### src/rtl/serial_adder_unit_if.sv
// Operand/result bundle for the bit-serial adder: the requester drives start and
// operands, the unit returns ready/done and the registered result with its flags.
interface serial_adder_unit_if #(
    parameter int WIDTH = 8
);
    logic             start;
    logic             sub;
    logic [WIDTH-1:0] a;
    logic [WIDTH-1:0] b;
    logic             ready;
    logic             done;
    logic [WIDTH-1:0] sum;
    logic             carry_out;
    logic             overflow;
    logic             zero;

    modport master (
        output start, sub, a, b,
        input  ready, done, sum, carry_out, overflow, zero
    );

    modport slave (
        input  start, sub, a, b,
        output ready, done, sum, carry_out, overflow, zero
    );
endinterface

### src/rtl/serial_adder_unit.sv
// Bit-serial add/subtract unit: one fullAdder slice fed one bit pair per cycle from
// operand shift registers, with a carry flop and an IDLE/RUN/DONE controller.
module fullAdder (
    input  logic a,
    input  logic b,
    input  logic ci,
    output logic s,
    output logic c
);
    assign s = a ^ b ^ ci;
    assign c = (a & b) | (ci & (a ^ b));
endmodule

module serial_adder_unit #(
    parameter int WIDTH = 8
) (
    input  logic               clk,
    input  logic               rst,
    serial_adder_unit_if.slave bus
);
    localparam int            CW   = $clog2(WIDTH) + 1;
    localparam logic [CW-1:0] LAST = CW'(WIDTH - 1);

    typedef enum logic [1:0] {IDLE, RUN, DONE} state_t;

    state_t           state;
    state_t           next_state;
    logic [WIDTH-1:0] areg;
    logic [WIDTH-1:0] breg;
    logic [WIDTH-1:0] res;
    logic [WIDTH-1:0] res_next;
    logic [WIDTH-1:0] sum_q;
    logic [CW-1:0]    cnt;
    logic             carry;
    logic             cmsb;
    logic             co_q;
    logic             ov_q;
    logic             zero_q;
    logic             fa_s;
    logic             fa_c;
    logic             last_bit;
    logic             ready_c;
    logic             done_c;

    fullAdder u_fa (
        .a  (areg[0]),
        .b  (breg[0]),
        .ci (carry),
        .s  (fa_s),
        .c  (fa_c)
    );

    // The carry entering the MSB slice is what the signed-overflow test compares
    // against the final carry; it is only meaningful while last_bit is high.
    assign cmsb     = carry;
    assign res_next = {fa_s, res[WIDTH-1:1]};
    assign last_bit = (state == RUN) && (cnt == LAST);

    always_ff @(posedge clk) begin
        if (rst) state <= IDLE;
        else     state <= next_state;
    end

    always_comb begin
        next_state = state;
        ready_c    = 1'b0;
        done_c     = 1'b0;
        case (state)
            IDLE: begin
                ready_c = 1'b1;
                if (bus.start) next_state = RUN;
            end
            RUN: begin
                if (cnt == LAST) next_state = DONE;
            end
            DONE: begin
                done_c     = 1'b1;
                next_state = IDLE;
            end
            default: next_state = IDLE;
        endcase
    end

    // Subtraction is a + ~b + 1, so the inverted operand and a carry-in of one are
    // set up at accept time and the serial loop itself never knows the operation.
    always_ff @(posedge clk) begin
        if (rst) begin
            areg   <= '0;
            breg   <= '0;
            res    <= '0;
            cnt    <= '0;
            carry  <= 1'b0;
            sum_q  <= '0;
            co_q   <= 1'b0;
            ov_q   <= 1'b0;
            zero_q <= 1'b0;
        end else if (state == IDLE) begin
            if (bus.start) begin
                areg  <= bus.a;
                breg  <= bus.sub ? ~bus.b : bus.b;
                carry <= bus.sub;
                cnt   <= '0;
                res   <= '0;
            end
        end else if (state == RUN) begin
            areg  <= areg >> 1;
            breg  <= breg >> 1;
            res   <= res_next;
            carry <= fa_c;
            cnt   <= cnt + 1'b1;
            if (last_bit) begin
                sum_q  <= res_next;
                co_q   <= fa_c;
                ov_q   <= cmsb ^ fa_c;
                zero_q <= (res_next == '0);
            end
        end
    end

    assign bus.ready     = ready_c;
    assign bus.done      = done_c;
    assign bus.sum       = sum_q;
    assign bus.carry_out = co_q;
    assign bus.overflow  = ov_q;
    assign bus.zero      = zero_q;
endmodule

### src/flat_wrapper.sv
// flat-port wrapper written by rule: the top's interface ports become plain ports
module serial_adder_unit_flat 
#(
    parameter int WIDTH = 8
)
  (clk, rst, bus_start, bus_sub, bus_a, bus_b, bus_ready, bus_done, bus_sum, bus_carry_out, bus_overflow, bus_zero);
  serial_adder_unit_if #(.WIDTH(WIDTH)) bus_i ();
  input  logic clk;
  input  logic rst;
  input wire logic [$bits(bus_i.start)-1:0] bus_start;
  input wire logic [$bits(bus_i.sub)-1:0] bus_sub;
  input wire logic [$bits(bus_i.a)-1:0] bus_a;
  input wire logic [$bits(bus_i.b)-1:0] bus_b;
  output wire logic [$bits(bus_i.ready)-1:0] bus_ready;
  output wire logic [$bits(bus_i.done)-1:0] bus_done;
  output wire logic [$bits(bus_i.sum)-1:0] bus_sum;
  output wire logic [$bits(bus_i.carry_out)-1:0] bus_carry_out;
  output wire logic [$bits(bus_i.overflow)-1:0] bus_overflow;
  output wire logic [$bits(bus_i.zero)-1:0] bus_zero;
  assign bus_i.start = bus_start;
  assign bus_i.sub = bus_sub;
  assign bus_i.a = bus_a;
  assign bus_i.b = bus_b;
  assign bus_ready = bus_i.ready;
  assign bus_done = bus_i.done;
  assign bus_sum = bus_i.sum;
  assign bus_carry_out = bus_i.carry_out;
  assign bus_overflow = bus_i.overflow;
  assign bus_zero = bus_i.zero;
  serial_adder_unit #(.WIDTH(WIDTH)) u_core (.clk(clk), .rst(rst), .bus(bus_i));
endmodule
### config.mk
export PLATFORM = sky130hd
export DESIGN_NAME = serial_adder_unit_flat
export DESIGN_NICKNAME = d
export VERILOG_FILES = /design/src/rtl/serial_adder_unit_if.sv /design/src/rtl/serial_adder_unit.sv /design/src/flat_wrapper.sv
export SDC_FILE = /design/constraint.sdc
export NUM_CORES = 1
export LEC_CHECK = 0
export ABC_AREA = 1
export CAP_MARGIN = 10
export CORE_MARGIN = 2
export CORE_UTILIZATION = 49
export CTS_BUF_LIST = sky130_fd_sc_hd__clkbuf_4 sky130_fd_sc_hd__clkbuf_8
export CTS_CLUSTER_DIAMETER = 40
export DETAILED_ROUTE_END_ITERATION = 6
export PLACE_DENSITY = 0.84
export SYNTH_ARGS = -nofsm -noshare
export SYNTH_HDL_FRONTEND = slang
export SYNTH_SLANG_ARGS = --single-unit
### constraint.sdc
create_clock -name clk -period 1.3 [get_ports clk]
set_clock_uncertainty 0.1 [all_clocks]
set_input_delay 0.325 -clock clk [delete_from_list [all_inputs] [get_ports clk]]
set_output_delay 0.325 -clock clk [all_outputs]
set_load 0.02 [all_outputs]
After elaboration in Yosys (flattened, before gate mapping)
Cells that the tools add are included.

word-level totals
  output and inout bits = 13
  flip-flop bits (word level) = 42

operators by class
  muxes and demuxes = 21
  equal/unequal tests = 5
  $add $sub $neg = 1
  bitwise operators = 8
  reductions and logical operators = 7

operators with widths
  kind                 number
  $mux 8               10
  $mux 4               3
  $logic_not 8->1      1
  $not 8->8            1
  $mux 1               5
  $add 4x1->4 const B  1
  $eq 4x3->1 const B   1
  $mux 2               2
  $ne 2x2->1 const B   2
  $pmux 2 s2           1
  $reduce_and 2->1     2
  $reduce_and 3->1     1
  $xor 1x1->1          3
  $and 1x1->1          2
  $eq 2x1->1 const B   1
  $eq 2x2->1 const B   1
  $logic_not 2->1      1
  $reduce_bool 2->1    1
  $logic_and 1x1->1    1
  $not 1->1            1
  $or 1x1->1           1

Logic depth before layout (Yosys ltp)
  depth in word-level cells = 5
  gate-level depth with buffers = 7

By module
Synthesis repeated with hierarchy kept, for this count alone.

unflattened totals
  cell total of the unflattened synthesis = 298
  area, all modules = 1968.1 µm²

by module, submodules not included
  module             seq. area each (µm²)  area an instance (µm²)  instances  cells an instance
  serial_adder_unit  820.8                 1948.1                  1          297
  fullAdder          0.0                   20.0                    1          1

Least setup slack after synthesis
Ideal clock, no wire load.

  path kind = register -> register
  from = reg u_core.carry
  to = reg u_core.zero_q (netlist: u_core.bus.zero)
  slack = -67 ps
  clock period less this slack = 1367 ps
  path buffers = 0
  cell stages (with the launch flop) = 7
  arrival time = 1201 ps
  data required time = 1134 ps
  cell sequence = dfxtp_1 -> fa_1 -> nor2_1 -> nand2_1 -> nor2_1 -> nand2_1 -> a21oi_2

on the way
  word-level cells in the longest chain between the ends = 2

ends and longest elaborated chain
  element                   RTL line                  RTL
  start: declaration        serial_adder_unit.sv:34   logic carry;
  start signal: assignment  serial_adder_unit.sv:101  carry <= bus.sub;
  $xor 1x1->1               serial_adder_unit.sv:10   assign s = a ^ b ^ ci;
  named net u_core.fa_s     serial_adder_unit.sv:39   logic fa_s;
  $logic_not 8->1           serial_adder_unit.sv:115  zero_q <= (res_next == '0);
  end signal: assignment    serial_adder_unit.sv:115
  end: declaration          serial_adder_unit.sv:38   logic zero_q;

The timed path passes the listed nets, and every way through them passes these cells.
A chain may end at the register's enable or synchronous reset.

Final worst setup path
Same ends and word-level chain as after synthesis.

==> impl_metrics.csv <==
group,metric,value,unit
floorplanning,row_count,23,
routing,drt-vias-per-instance,5.34,
setup_path,reg2reg_to,"u_core.bus.zero$_SDFFE_PP0P_",
setup_path,crit_required,1.44,ns
timing,fin_crit_sh,109,%
power,ir_drop,0.771,mV
clock_tree,cts_buffer_depth,2,
routing,drc_errors,0,
logic_synthesis,synth_fp_nets,248,
logic_synthesis,synth_ff_type,"dfxtp_1",
clock_tree,clkTransAtPathRegs,0.08,ns
grt,grt_pass1_wl,7.20,mm
setup_path,cpLargestDelayFamily,"adder cells",
logic_synthesis,ys_ff_latch,41,
status,violations,"setup timing",
setup_path,end_kind,"flop",
logic_synthesis,yosys-top-cells-area,"dfxtp_1, a21oi_2, nand2_1",
final_layout,fin_util,72.6,%
logic_synthesis,ys_async_sr_fraction,0,%
timing,relSlewSlack,81.3,%
final_layout,antenna_cells,0,
power,power_frac_clock,36.0,%
logic_synthesis,yosysSeqAreaShare,41.8,%
grt,grt_max_degree,24,
setup_path,crit_start,"u_core.carry$_SDFFE_PP0P_",
logic_synthesis,synthTopCellsByCount,"nand2_1, dfxtp_1, a21oi_1",
power,swShare,26.0,%
routing,totalWireLength,4.93,mm
power,power,3.05,mW
clock_tree,cts_hold_buf,0,
routing,dr.pass1.iters,4,
power,p_int,2.25,mW
run,drv_cap,0,
timing,whs,0.391,ns
clock_tree,clock-sinks,41,
routing,drt_iter0_drc,93,
grt,grt_pass1_vias,1607,
logic_synthesis,synth_edf_count,0,
timing,worstMarginPinSlew,0.281,ns
setup_path,crit_chain,"fa_1, nor2_1, nand2_1, nor2_1, nand2_1, a21oi_2",
setup_path,slowest_stage,"fa_1",
routing,via_count,1810,
final_layout,nNetsFinal,310,
setup_path,cpPeakStageDelay,0.49,ns
power,p_leak,1.18,nW
power,p_comb_share,19.0,%
setup_path,critical_path_class,"flop to flop",
setup_path,reg2regPathDepth,6,
setup_path,cp_max_fo,2,
setup_path,regToRegSetupSlack,-0.12,ns
final_layout,drive_above_1_share,48.8,%
routing,wl_per_cell,14.5,um
logic_synthesis,yosysTopAreaCellShare,41.8,%
placement,place_congestion,0.766,
clock_tree,cts_max_level,2,
setup_path,critPathBufInv,0,
floorplanning,ios,33,
clock_tree,cts_tree,"built",
logic_synthesis,synth_warnings,0,
logic_synthesis,syn_avg_cell_area,8.69,um2
timing,layout_min_cycle_time,1.42,ns
timing,finalSetupTns,-0.365,ns
floorplanning,dieArea,4530,um2
setup_path,path_depth,6,
timing,slew_violations,0,
floorplanning,die_h,67.3,um
placement,hpwlAfterDp,2.79,mm
power,power_density,1070,nW/um2
logic_synthesis,synth_top_area_cell,"dfxtp_1",
grt,overflow,0,
clock_tree,clkLatencyLatePin,0.30,ns
logic_synthesis,syn_inst,226,
placement,io_buffer_count,32,
status,outcome,"complete, but fails checks",
hold_path,hold_class,"flop to flop",
logic_synthesis,synth.most_common_cell,"nand2_1",
timing,final.setup.worst_slack,-0.115,ns
routing,ant_nets,0,
setup_path,startpoint_type,"flop",
clock_tree,cts_buffers,5,
grt,grt_antenna_before_repair,0,
floorplanning,design.core.area,3910,um2
setup_path,critical_path.endpoint,"u_core.bus.zero$_SDFFE_PP0P_",
floorplanning,initial_utilization,50.2,%
floorplanning,die_x,67.3,um
logic_synthesis,synth_cell_types,29,
timing,max_freq,0.707,GHz
final_layout,area_growth,44.8,%
timing,finalSetupViolations,9,
timing,grt_setup_unrepaired,"true",
timing,hold_viol,0,
setup_path,worstReg2RegStart,"u_core.carry$_SDFFE_PP0P_",
power,switchingPower,0.794,mW
logic_synthesis,synth_area,1960,um2
power,p_seq_share,45.0,%
setup_path,cp_data_arrival_time,1.55,ns
grt,grt.total_usage,21.1,%
clock_tree,cts_root_buf,"clkbuf_8",
==> worst min-delay path: stages, from the launching register on <==
cell	delay (ns)
dfxtp_1	0.33
nor2_1	0.05
nor2_1	0.08
==> power by group through the flow <==
stage	Combinational [mW]	Clock [mW]	Sequential (mW)
2_1_floorplan	0.318	0	1.39
3_3_place_gp	0.484	0	1.39
3_5_place_dp	0.494	0	1.39
4_1_cts	0.535	1.09	1.36
5_1_grt	0.628	1.16	1.38
6_report	0.579	1.10	1.37
==> cells in the final DEF (no fill, tap or decap), drive strengths merged, types with 3 or more instances in the layout <==
master	Yosys	routed
inv	7	7
o22ai	8	8
o21ai	22	22
clkdlybuf4s50	0	18
nor2	16	16
xor2	6	6
or2	3	3
nand2	57	58
buf	14	48
dfxtp	41	41
a21oi	44	44
clkbuf	0	8
nand3	5	5
==> timing repair <==
action                     in CTS  in global routing
hold endpoints to repair        0                  0
setup endpoints to repair      52                 31
gates cloned                    1                  2
pin swaps                      11                 12
resized for setup              78                 31
setup buffers                   5                  5
==> sequential cells by signal, indices dropped and copies added (netlist names) <==
name                  cells
u_core.cnt                4
u_core.res                7
u_core.bus.carry_out      1
u_core.bus.zero           1
u_core.carry              1
u_core.areg               8
u_core.state              2
u_core.bus.overflow       1
u_core.breg               8
u_core.bus.sum            8
==> layer usage <==
metal | up-vias | GRT usage, % | wire length [um]
li1 | 882 | - | -
met1 | 865 | 26.0 | 2100
met2 | 57 | 37.4 | 2530
met3 | 6 | 5.00 | 226
met4 | 0 | 4.59 | 69
met5 | - | 0 | 0
==> metrics by stage <==
step / setup WS [ns] / std cells / instance area, um2
after floorplan: -0.0564 / 226 / 1980
after global placement: -0.294 / 322 / 2500
after detailed placement: -0.329 / 322 / 2500
after CTS: -0.108 / 335 / 2680
after global routing: -0.209 / 339 / 2840
final: -0.115 / 339 / 2840
==> worst min path at each step <==
| stage | start | endpoint | slack (ns) | depth (start not counted) |
|---|---|---|---|---|
| 5_1_grt | u_core.res[6]$_SDFFE_PP0P_ | u_core.bus.sum[5]$_SDFFE_PP0P_ | 0.42 | 2 |
| 3_5_place_dp | u_core.areg[7]$_SDFFE_PP0P_ | u_core.areg[7]$_SDFFE_PP0P_ | 0.38 | 2 |
| 2_1_floorplan | u_core.cnt[0]$_SDFFE_PP0P_ | u_core.cnt[0]$_SDFFE_PP0P_ | 0.35 | 1 |
| 3_3_place_gp | u_core.res[1]$_SDFFE_PP0P_ | u_core.res[1]$_SDFFE_PP0P_ | 0.36 | 2 |
| 6_report | u_core.bus.sum[0]$_SDFFE_PP0P_ | u_core.bus.sum[0]$_SDFFE_PP0P_ | 0.39 | 2 |
| 4_1_cts | u_core.res[6]$_SDFFE_PP0P_ | u_core.res[6]$_SDFFE_PP0P_ | 0.40 | 2 |
==> area by class of cell <==
class / count / area, um2
multi-input combinational: 165 / 1140
fill: 290 / 1070
sequential: 41 / 836
timing repair buffer: 68 / 652
clock buffer: 7 / 90.1
tap: 50 / 62.6
inverter: 7 / 31.3
clock inverter: 1 / 30.0
==> cells by family after synthesis <==
logic type	count (synthesis)	synth area share (%)
xor gates and xnor gates	6	2.68
adders and majority gates	2	1.66
buffers and inverters	21	7.65
and+or+nand+nor	81	19.9
AOI/OAI and AO/OA	75	26.3
DFF	41	41.8
Note: power is estimated with default switching activity, not from simulation.
